### src/rtl/iter_comparator.sv
// iter_comparator: compares two WIDTH-bit operands CHUNK bits per cycle, MSB
// chunk first, under one of eight signed/unsigned predicates. Returns an
// all-ones/all-zeros mask plus lt/eq/gt flags over a valid/ready handshake.
//
// Build option: ITER_CMP_EARLY_EXIT_EN
//   defined   - CMP stops on the first differing chunk (variable latency)
//   undefined - CMP always walks all NCHUNK chunks (data-independent latency)
//
// state | meaning
// ------+---------------------------------------------------------------
// IDLE  | waiting for start_valid; start_ready=1
// CMP   | comparing chunk idx of the captured operands
// DONE  | result_valid=1, outputs stable until result_ready

`timescale 1ns/1ps

module iter_comparator #(
    parameter int WIDTH = 16,
    parameter int CHUNK = 4,
    parameter int OUT_W = 8
) (
    input  logic             clk,
    input  logic             rst_n,
    input  logic             start_valid,
    output logic             start_ready,
    input  logic [WIDTH-1:0] a,
    input  logic [WIDTH-1:0] b,
    input  logic [2:0]       mode,
    output logic             result_valid,
    input  logic             result_ready,
    output logic [OUT_W-1:0] mask_out,
    output logic             lt,
    output logic             eq,
    output logic             gt,
    output logic             busy
);

    localparam int NCHUNK = WIDTH / CHUNK;
    localparam int IDX_W  = (NCHUNK > 1) ? $clog2(NCHUNK) : 1;

    typedef enum logic [1:0] {IDLE, CMP, DONE} state_t;

    state_t           state_q, state_n;
    logic [WIDTH-1:0] a_q, a_n, b_q, b_n;
    logic [2:0]       mode_q, mode_n;
    logic [IDX_W-1:0] idx_q, idx_n;
    logic             lt_q, lt_n, eq_q, eq_n, gt_q, gt_n;
    logic [OUT_W-1:0] mask_q, mask_n;
    logic [CHUNK-1:0] ca, cb;
    logic             diff;
    logic [WIDTH-1:0] msb_flip;

    function automatic logic mask_bit(input logic [2:0] m, input logic l,
                                      input logic e, input logic g);
        logic r;
        case (m)
            3'b000, 3'b100: r = g | e;
            3'b001, 3'b101: r = l;
            3'b010:         r = e;
            3'b011:         r = ~e;
            3'b110:         r = g;
            default:        r = l | e;
        endcase
        return r;
    endfunction

    assign start_ready  = (state_q == IDLE);
    assign busy         = (state_q != IDLE);
    assign result_valid = (state_q == DONE);
    assign mask_out     = mask_q;
    assign lt           = lt_q;
    assign eq           = eq_q;
    assign gt           = gt_q;

    // Flipping the MSB of both operands maps two's-complement order onto unsigned order.
    assign msb_flip = {(mode[2:1] == 2'b10), {(WIDTH-1){1'b0}}};

    // Next-state, chunk walk and result computation.
    always_comb begin
        state_n = state_q;
        a_n     = a_q;
        b_n     = b_q;
        mode_n  = mode_q;
        idx_n   = idx_q;
        lt_n    = lt_q;
        eq_n    = eq_q;
        gt_n    = gt_q;
        mask_n  = mask_q;
        ca      = a_q[int'(idx_q)*CHUNK +: CHUNK];
        cb      = b_q[int'(idx_q)*CHUNK +: CHUNK];
        diff    = (ca != cb);
        case (state_q)
            IDLE: begin
                if (start_valid) begin
                    state_n = CMP;
                    a_n     = a ^ msb_flip;
                    b_n     = b ^ msb_flip;
                    mode_n  = mode;
                    idx_n   = IDX_W'(NCHUNK - 1);
                    lt_n    = 1'b0;
                    eq_n    = 1'b0;
                    gt_n    = 1'b0;
                end
            end
            CMP: begin
`ifdef ITER_CMP_EARLY_EXIT_EN
                if (diff) begin
                    gt_n    = (ca > cb);
                    lt_n    = (ca < cb);
                    state_n = DONE;
                end else if (idx_q == '0) begin
                    eq_n    = 1'b1;
                    state_n = DONE;
                end else begin
                    idx_n = idx_q - IDX_W'(1);
                end
`else
                // Only the first (most significant) difference decides the order.
                if (diff && !(lt_q || gt_q)) begin
                    gt_n = (ca > cb);
                    lt_n = (ca < cb);
                end
                if (idx_q == '0) begin
                    eq_n    = !(lt_n || gt_n);
                    state_n = DONE;
                end else begin
                    idx_n = idx_q - IDX_W'(1);
                end
`endif
                if (state_n == DONE)
                    mask_n = {OUT_W{mask_bit(mode_q, lt_n, eq_n, gt_n)}};
            end
            DONE: begin
                if (result_ready)
                    state_n = IDLE;
            end
            default: state_n = IDLE;
        endcase
    end

    // State register.
    always_ff @(posedge clk or negedge rst_n) begin
        if (!rst_n) state_q <= IDLE;
        else        state_q <= state_n;
    end

    // Operand, index and result registers.
    always_ff @(posedge clk or negedge rst_n) begin
        if (!rst_n) begin
            a_q    <= '0;
            b_q    <= '0;
            mode_q <= '0;
            idx_q  <= '0;
            lt_q   <= 1'b0;
            eq_q   <= 1'b0;
            gt_q   <= 1'b0;
            mask_q <= '0;
        end else begin
            a_q    <= a_n;
            b_q    <= b_n;
            mode_q <= mode_n;
            idx_q  <= idx_n;
            lt_q   <= lt_n;
            eq_q   <= eq_n;
            gt_q   <= gt_n;
            mask_q <= mask_n;
        end
    end

endmodule
### config.mk
export PLATFORM = sky130hd
export DESIGN_NAME = iter_comparator
export DESIGN_NICKNAME = d
export VERILOG_FILES = /design/src/rtl/iter_comparator.sv
export SDC_FILE = /design/constraint.sdc
export NUM_CORES = 1
export LEC_CHECK = 0
export CAP_MARGIN = 20
export CORE_MARGIN = 4
export CORE_UTILIZATION = 53
export CTS_CLUSTER_SIZE = 12
export DETAILED_ROUTE_END_ITERATION = 6
export GPL_TIMING_DRIVEN = 0
export PLACE_DENSITY = 0.95
export SLEW_MARGIN = 20
export SYNTH_ARGS = -nofsm -noshare
export SYNTH_HDL_FRONTEND = slang
export SYNTH_SLANG_ARGS = --single-unit
### constraint.sdc
create_clock -name clk -period 6.8 [get_ports clk]
set_input_delay 1.36 -clock clk [delete_from_list [all_inputs] [get_ports clk]]
set_output_delay 1.36 -clock clk [all_outputs]
set_load 0.02 [all_outputs]
==> reports/results.env, run 1 <==
MAXCLOCKFREQUENCY_MHz=326
HOLDCRITSTARTPOINT='b_q[5]'
PORT_BUFFERS=52
RR_WORST_DEPTH=9
WIRE_LENGTH_OF_THE_FIRST_GLOBAL_ROUTING_PASS_UM=7580
FIRST_GLOBAL_VIAS=1648
CP_DATA_REQUIRED_TIME_NS=5.44
HOLDBUFCOUNTCTS=0
POST_CTS.REPAIR.SETUP_BUFFERS=0
DP_HPWL_UM=3290
UNREPAIRED_SETUP_ENDPOINTS_AFTER_GLOBAL_ROUTING='false'
DRT-WIRELENGTH-PER-CELL_UM=15.8
DESIGN.PORTCOUNT=53
TRITONCTS='built'
DELAY_CONTRIBUTED_BY_THE_SLOWEST_STAGE_OF_THE_CRITICAL_PATH_NS=0.59
WORSTPATHBUFFERINVERTERCOUNT=3
DETAIL_ROUTE.VIAS_PER_CELL=5.43
PLACEMENTROWS=22
IR_WORST_VDD_uV=245
STATUS='completed'
PWR-SHARE-SEQ=0.342
NETS=267
POST_ROUTE_CELLS_DRIVE_ABOVE_1_SHARE=0.188
P_SW_uW=480
SHARE_OF_THE_SYNTHESIZED_AREA_IN_THE_TOP_CELL_TYPE=0.503
YS_TYPES=33
CRITICAL_PATH_DEPTH=4
CRITICALPATHCATEGORY='reg2out'
DRT_DRC_VIOLATIONS_LEFT=0
CLOCK_TREE.ROOT_CELL='sky130_fd_sc_hd__clkbuf_8'
DESIGN.DIE.AREA_UM2=5120
CTS.HTREE.LEVELS=2
WORSTHOLDPATHCELLS=1
MULTI_INPUT_COMBINATIONAL_CELL_AREA_UM2=915
CRIT_PATH_TOP_DELAY_CELL='sky130_fd_sc_hd__clkdlybuf4s50_1'
FIRST_ITER_VIOLATIONS=87
FP.DIEH_UM=71.5
SYNTH.TOP_CELLS.BY_AREA='sky130_fd_sc_hd__dfrtp_1, sky130_fd_sc_hd__mux2_1, sky130_fd_sc_hd__mux4_2, sky130_fd_sc_hd__mux2_2, sky130_fd_sc_hd__ha_1'
CRIT-REG2REG-LAUNCH='idx_q[0]'
CRITICAL_PATH.CELL_CHAIN='buf_2 -> or2_1 -> inv_2 -> clkdlybuf4s50_1'
SHARE_OF_THE_YOSYS_CHIP_AREA_BELONGING_TO_REGISTERS=0.503
ANTENNA_DIODE_COUNT=0
WORSTREG2REGEND='mask_out[0]'
GLOBALROUTEOVERFLOWTOTAL=0
FINALHOLDWORSTSLACK_NS=0.487
POWER.SHARE.COMBINATIONAL=0.488
SYN-NUM-NETS=207
SETUP_VIOL_COUNT_FINAL=0
CRIT_PATH_MAX_FANOUT=8
CLOCK_SINKS=43
DIE-WIDTH_UM=71.5
SYN2LAYOUT_AREA_GROWTH_PCT=34.6
CTS.CLK_SLEW.WORST_PATHS_NS=0.09
CLOCK-SKEW-FINAL_NS=0.00843
POWER.SHARE.SWITCHING=0.348
NUMBER_OF_ANTENNA_VIOLATIONS_AT_THE_FIRST_CHECK_IN_GLOBAL_ROUTING=0
YOSYSWARNINGCOUNT=0
SYNTH_LARGEST_AREA_CELL='sky130_fd_sc_hd__dfrtp_1'
LAYOUT.CELLS.NON_FILLER=272
SYNTH.FF_LATCH_COUNT=43
MAX-CAP-VIOLATIONS=0
TOTAL_POWER_uW=1380
GLOBALPLACE.CONGESTION=0.739
REG2REG_SLACK_NS=3.77
SYN_AVG_CELL_AREA_UM2=13.1
WORST_SKEW_PAIR.LATE_LATENCY_NS=0.30
DETAIL-ROUTE-ANTENNA-NETS=0
FILLCELLCOUNT=247
PERIOD_NEEDED_NS=3.07
GRT_MAX_DEGREE=26
VIA_COUNT=1477
DP.CELLS=264
CRIT_FAMILY='buffers and inverters'
SYNTH_CELLS=163
GLOBAL_ROUTE.PEAK_USAGE_LAYER='met2'
HOLDCRITPATHCLASS='reg2reg'
WORST_PIN_SLEW_NS=0.569
CP.ARRIVAL_NS=1.71
CLOCKBUFFERDEPTH=2
FIN_CRIT_SHARE=0.451
TIMING_HOLD_VIOLATIONS_FINAL=0
FINALWIRELENGTH_UM=4280
MET2_USAGE=0.338
P_LEAK_uW=0.00123
GRT.MET1_USAGE=0.227
WORSTSETUPENDPOINTTYPE='primary output'
CELL_INTERNAL_PWR_uW=900
CTS.REPAIR.RESIZED=0
CORE_REGION_AREA_UM2=3770
START_UTIL=0.567
TRITONCTS.NUM_BUFFERS=5
FINALMAXSLEWVIOLATIONS=0
RELSLEWSLACK=0.621
POST_SYNTHESIS_INSTANCE_AREA_UM2=2140
CP-START-KIND='register'
GRT_OVERALL_USAGE=0.191
HOLD-PATH-ENDPOINT='b_q[5]'
AREAL_POWER_DENSITY_OVER_THE_CELLS_nW_PER_UM2=479
TNS_SETUP_NS=0
GR-USAGE-MET3=0.0533
FIRSTDRTPASSITERS=4
CLOCKPOWERSHARE=0.170
SEQCELLAREA_UM2=1080
placed cells by master, fill, tap and decap left out, types with 2 or more instances in the layout:
cell type,instances
sky130_fd_sc_hd__nand2_1,5
sky130_fd_sc_hd__o31ai_1,2
sky130_fd_sc_hd__mux4_2,8
sky130_fd_sc_hd__mux2_2,7
sky130_fd_sc_hd__buf_6,4
sky130_fd_sc_hd__nor2_1,10
sky130_fd_sc_hd__o21ai_0,3
sky130_fd_sc_hd__a31oi_1,2
sky130_fd_sc_hd__a21oi_1,8
sky130_fd_sc_hd__mux2_1,26
sky130_fd_sc_hd__ha_1,5
sky130_fd_sc_hd__xnor2_1,3
sky130_fd_sc_hd__clkbuf_8,5
sky130_fd_sc_hd__buf_2,3
sky130_fd_sc_hd__bufinv_16,2
sky130_fd_sc_hd__clkdlybuf4s50_1,51
sky130_fd_sc_hd__buf_4,7
sky130_fd_sc_hd__nor2b_1,3
sky130_fd_sc_hd__dfrtp_1,43
sky130_fd_sc_hd__inv_1,9
worst register-to-register path, stage by stage, from the launching register on:
cell and delay (ns):
sky130_fd_sc_hd__dfrtp_1 0.44, sky130_fd_sc_hd__buf_2 0.32, sky130_fd_sc_hd__mux4_2 0.57, sky130_fd_sc_hd__ha_1 0.32
sky130_fd_sc_hd__nor2b_1 0.14, sky130_fd_sc_hd__o211ai_1 0.22, sky130_fd_sc_hd__a21boi_1 0.15, sky130_fd_sc_hd__or4b_1 0.49
sky130_fd_sc_hd__a21oi_1 0.16, sky130_fd_sc_hd__o31ai_1 0.09
synth_stat cells:
master,instances
sky130_fd_sc_hd__dfrtp_1,43
sky130_fd_sc_hd__mux2_1,26
sky130_fd_sc_hd__nor2_1,10
sky130_fd_sc_hd__inv_1,9
sky130_fd_sc_hd__a21oi_1,8
sky130_fd_sc_hd__mux4_2,8
sky130_fd_sc_hd__buf_4,7
sky130_fd_sc_hd__mux2_2,7
sky130_fd_sc_hd__ha_1,5
sky130_fd_sc_hd__nand2_1,5
sky130_fd_sc_hd__buf_6,4
sky130_fd_sc_hd__nor2b_1,3
sky130_fd_sc_hd__o21ai_0,3
sky130_fd_sc_hd__xnor2_1,3
sky130_fd_sc_hd__a31oi_1,2
sky130_fd_sc_hd__buf_2,2
sky130_fd_sc_hd__o31ai_1,2
sky130_fd_sc_hd__a21boi_1,1
sky130_fd_sc_hd__a22oi_2,1
sky130_fd_sc_hd__a41oi_1,1
sky130_fd_sc_hd__and2_1,1
sky130_fd_sc_hd__and4_4,1
sky130_fd_sc_hd__clkbuf_1,1
sky130_fd_sc_hd__inv_2,1
sky130_fd_sc_hd__mux2i_1,1
sky130_fd_sc_hd__nand3_1,1
sky130_fd_sc_hd__nor3_1,1
sky130_fd_sc_hd__nor3_2,1
sky130_fd_sc_hd__nor3b_1,1
sky130_fd_sc_hd__o211ai_1,1
sky130_fd_sc_hd__o41ai_1,1
sky130_fd_sc_hd__or2_1,1
sky130_fd_sc_hd__or4b_1,1
flip-flops by register name, indices dropped and copies added, names as in the netlist:
register  cells
lt            1
state_q       2
eq            1
b_q          16
mode_q        3
gt            1
idx_q         2
a_q          16
mask_out      1
through the flow:
step / area (µm²) / utilization / worst slack [ns]
finish: 2880 / 0.763 / 3.73
global route: 2880 / 0.763 / 3.57
CTS: 2880 / 0.763 / 3.72
detailed placement: 2740 / 0.727 / 3.78
global placement: 2720 / 0.721 / 3.31
floorplan: 2140 / - / 4.14
logic make-up after synthesis:
group / share of synthesized area
simple gates: 0.0637
compound gates: 0.0596
fa+ha+maj: 0.0292
flops: 0.503
xor+xnor: 0.0123
buf+inv: 0.0696
mux: 0.263
area by class of cell:
class,instances,area share
flip-flops and latches,43,0.374
multi-input cells,96,0.318
repair buffers,53,0.189
plain buffers,14,0.0387
clock buffers,5,0.0239
clock inverters,3,0.0235
well taps,48,0.0209
inverters,10,0.0130
power groups by stage:
stage	Clock [µW]	Sequential [µW]	Combinational (µW)
floorplan	0	458	476
global placement	0	464	638
detailed placement	0	474	676
CTS	239	472	682
global route	249	490	749
finish	235	472	674
worst max-delay path by stage:
| stage | slack [ns] | from | to |
|---|---|---|---|
| after floorplan | 4.14 | idx_q[0] | mask_out[0] |
| after CTS | 3.72 | state_q[0] | start_ready |
| after global placement | 3.31 | rst_n | idx_q[1] |
| final | 3.73 | state_q[0] | start_ready |
| after global routing | 3.57 | idx_q[0] | mask_out[0] |
| after detailed placement | 3.78 | idx_q[0] | mask_out[0] |
routing by layer:
layer	vias up	part of all wire	routed length (µm)
met5	-	0	0
met4	0	0.013	57
met3	8	0.063	269
met2	53	0.53	2260
met1	722	0.40	1700
li1	694	-	-
Power figures use the tool's default switching activity.
==> run 2, diff against run 1 <==
--- a/config.mk
+++ b/config.mk
@@ -7,11 +7,11 @@
 export LEC_CHECK = 0
 export CAP_MARGIN = 20
 export CORE_MARGIN = 4
-export CORE_UTILIZATION = 53
+export CORE_UTILIZATION = 44
 export CTS_CLUSTER_SIZE = 12
 export DETAILED_ROUTE_END_ITERATION = 6
 export GPL_TIMING_DRIVEN = 0
-export PLACE_DENSITY = 0.95
+export PLACE_DENSITY = 0.85
 export SLEW_MARGIN = 20
 export SYNTH_ARGS = -nofsm -noshare
 export SYNTH_HDL_FRONTEND = slang
==> constraint.sdc (replaced) <==
create_clock -name clk -period 2.6 [get_ports clk]
set_input_delay 0.52 -clock clk [delete_from_list [all_inputs] [get_ports clk]]
set_output_delay 0.52 -clock clk [all_outputs]
set_load 0.02 [all_outputs]
==> run 2 against run 1 <==
Global-route usage down 4.3 points. Cell area up 1.3%. Sequential share of layout area down 0.42 points. Clock power up 70%. Die area up 18%. Wire length down 2.4%. Clock skew up 0.0035 ns. Non-clock buffer count up 3.
==> reports/results.env, run 2 (synthesis gave the netlist of run 1 again) <==
STATUS='completed'
NETS=270  # +1.1%
MAXCLOCKFREQUENCY_MHz=387
PRE_CTS_SLACK_NS=-0.203  # -3.99 ns
CP_DATA_REQUIRED_TIME_NS=2.78  # -2.66 ns
P_LEAK_uW=0.00123  # -0.43%
FIRST_ITER_VIOLATIONS=77  # -11%
FINALMAXSLEWVIOLATIONS=0  # unchanged
DESIGN.DIE.AREA_UM2=6040  # +18%
PORT_BUFFERS=52  # unchanged
CRITICALPATHCATEGORY='reg2reg'
DIE-WIDTH_UM=77.7  # +8.7%
CTS.HTREE.LEVELS=2  # unchanged
SETUP_VIOL_COUNT_FINAL=0  # unchanged
CLOCK_SINKS=43  # unchanged
WORST_SKEW_PAIR.LATE_LATENCY_NS=0.30  # about the same
TIMING_HOLD_VIOLATIONS_FINAL=0  # unchanged
SYN2LAYOUT_AREA_GROWTH_PCT=36.3
FINALWIRELENGTH_UM=4180  # -2.4%
MOSTFREQUENTLAYOUTCELLS='sky130_fd_sc_hd__clkdlybuf4s50_1, sky130_fd_sc_hd__dfrtp_1, sky130_fd_sc_hd__mux2_1, sky130_fd_sc_hd__buf_4, sky130_fd_sc_hd__nor2_1'
WORST_PIN_SLEW_NS=0.412  # -0.157 ns
RELSLEWSLACK=0.725  # +0.104
DETAIL-ROUTE-ANTENNA-NETS=0  # unchanged
FINISH.INSTANCE_AREA_UM2=2920  # +1.3%
VIA_COUNT=1466  # -0.74%
CP.ARRIVAL_NS=2.77  # +1.06 ns
DESIGN.PORTCOUNT=53  # unchanged
POST_ROUTE_CELLS_DRIVE_ABOVE_1_SHARE=0.216  # +0.0284
FINALHOLDWORSTSLACK_NS=0.142  # -0.344 ns
PERIOD_NEEDED_NS=2.58
DPL_CELL_AREA_UM2=2760  # +0.68%
HOLDBUFCOUNTCTS=0  # unchanged
LARGEST_REGISTERS='a_q x16, b_q x16, mode_q x3'
WORSTSETUPENDPOINTTYPE='register'
START_UTIL=0.453  # -0.114
UNREPAIRED_SETUP_ENDPOINTS_AFTER_GLOBAL_ROUTING='true'
DP_HPWL_UM=3250  # -1.5%
ANTENNA_DIODE_COUNT=0  # unchanged
TRITONCTS.NUM_BUFFERS=5  # unchanged
FIN_CRIT_SHARE=0.993
IR_WORST_VDD_uV=501  # +100%
TRITONCTS='built'
CORE_REGION_AREA_UM2=4720  # +25%
TNS_SETUP_NS=0  # unchanged
MAX-CAP-VIOLATIONS=0  # unchanged
FIRST_GLOBAL_VIAS=1555  # -5.6%
FP.DIEH_UM=77.7  # +8.7%
CTS.CLK_SLEW.WORST_PATHS_NS=0.08  # about the same
HOLDCRITPATHCLASS='in2async'
PLACEMENTROWS=25  # +14%
GRT_MAX_DEGREE=28  # +7.7%
CLOCK_TREE.ROOT_CELL='sky130_fd_sc_hd__clkbuf_8'
NUMBER_OF_ANTENNA_VIOLATIONS_AT_THE_FIRST_CHECK_IN_GLOBAL_ROUTING=0  # unchanged
CP-START-KIND='register'
DRT_DRC_VIOLATIONS_LEFT=0  # unchanged
CRIT_PATH_MAX_FANOUT=7  # -1
GLOBALPLACE.CONGESTION=0.762  # +3.1%
CLOCKBUFFERDEPTH=2  # unchanged
CLOCK-SKEW-FINAL_NS=0.0119  # +0.00346 ns
FINAL_COMMON_CELL='sky130_fd_sc_hd__clkdlybuf4s50_1'
FIRSTDRTPASSITERS=4  # unchanged
SETUP_WS_NS=0.0169  # -3.72 ns
DETAIL_ROUTE.VIAS_PER_CELL=4.99  # -8.2%
GLOBALROUTEOVERFLOWTOTAL=0  # unchanged
WIRE_LENGTH_OF_THE_FIRST_GLOBAL_ROUTING_PASS_UM=7060  # -6.9%
AREAL_POWER_DENSITY_OVER_THE_CELLS_nW_PER_UM2=1220  # +150%
DRT-WIRELENGTH-PER-CELL_UM=14.2  # -9.7%
GRT_OVERALL_USAGE=0.148  # -0.0429
==> run 2: changes by cell type in the layout (fill, tap and decap cells not counted), moves of 2 or more <==
cell | previous run | this run
sky130_fd_sc_hd__ha_4 | 0 | 3
sky130_fd_sc_hd__bufinv_16 | 2 | 0
sky130_fd_sc_hd__ha_1 | 5 | 2
sky130_fd_sc_hd__buf_4 | 7 | 11
==> run 2: layout make-up <==
cell class | count | area, µm²
Inverter | 10 | 37.5
Tap cell | 67 | 83.8
Timing Repair Buffer | 57 | 566
Clock buffer | 7 | 76.3
Multi-Input combinational cell | 96 | 952
Buffer | 13 | 118
Fill cell | 378 | 1810
Clock inverter | 1 | 5.00
Sequential cell | 43 | 1080
==> run 2: metrics by stage <==
step | power, µW | std cells | utilization
floorplan | 2450 | 163 | -
finish | 3560 | 294 | 0.617
global route | 3850 | 294 | 0.617
global placement | 2900 | 282 | 0.581
CTS | 3590 | 294 | 0.617
detailed placement | 2990 | 283 | 0.585
==> run 2: worst max-delay path, cell delays in order, from the launching register on <==
cell,delay [ns]
sky130_fd_sc_hd__dfrtp_2,0.39
sky130_fd_sc_hd__buf_8,0.14
sky130_fd_sc_hd__mux4_2,0.55
sky130_fd_sc_hd__ha_4,0.29
sky130_fd_sc_hd__and4_4,0.23
sky130_fd_sc_hd__nor3_2,0.04
sky130_fd_sc_hd__a21boi_1,0.14
sky130_fd_sc_hd__or4b_1,0.46
sky130_fd_sc_hd__a21oi_1,0.13
sky130_fd_sc_hd__o31ai_1,0.08
==> run 2: what timing repair did <==
action,CTS,global route
setup buffers,4,0
gates resized for setup,7,0
setup endpoints to repair,1,1
pin swaps,5,2
==> run 2: layer usage <==
layer / global-route usage / vias up / wire length, µm
met5: 0 / - / 0
met4: 0.0374 / 0 / 48
met3: 0.0441 / 5 / 234
met2: 0.268 / 43 / 2220
met1: 0.169 / 720 / 1680
li1: - / 698 / -
==> run 2: power breakdown <==
group          total [µW]  internal [µW]  switching [µW]  leakage [µW]
clock                 400            188             211     0.0000422
sequential           1240           1010             237      0.000508
combinational        1910           1090             820      0.000675
==> run 2: path summary, 6_finish.rpt <==
path / startpoint / endpoint / slack [ns] / cells after the start
setup / recovery: idx_q[0] / mask_out[0] / 0.02 / 9
hold / removal: rst_n / lt / 0.14 / 1
setup reg to reg: idx_q[0] / mask_out[0] / 0.02 / 9
hold reg to reg: a_q[11] / a_q[11] / 0.48 / 1
max in group asynchronous: rst_n / b_q[5] / 1.97 / 2
min in group clk: a_q[11] / a_q[11] / 0.48 / 1
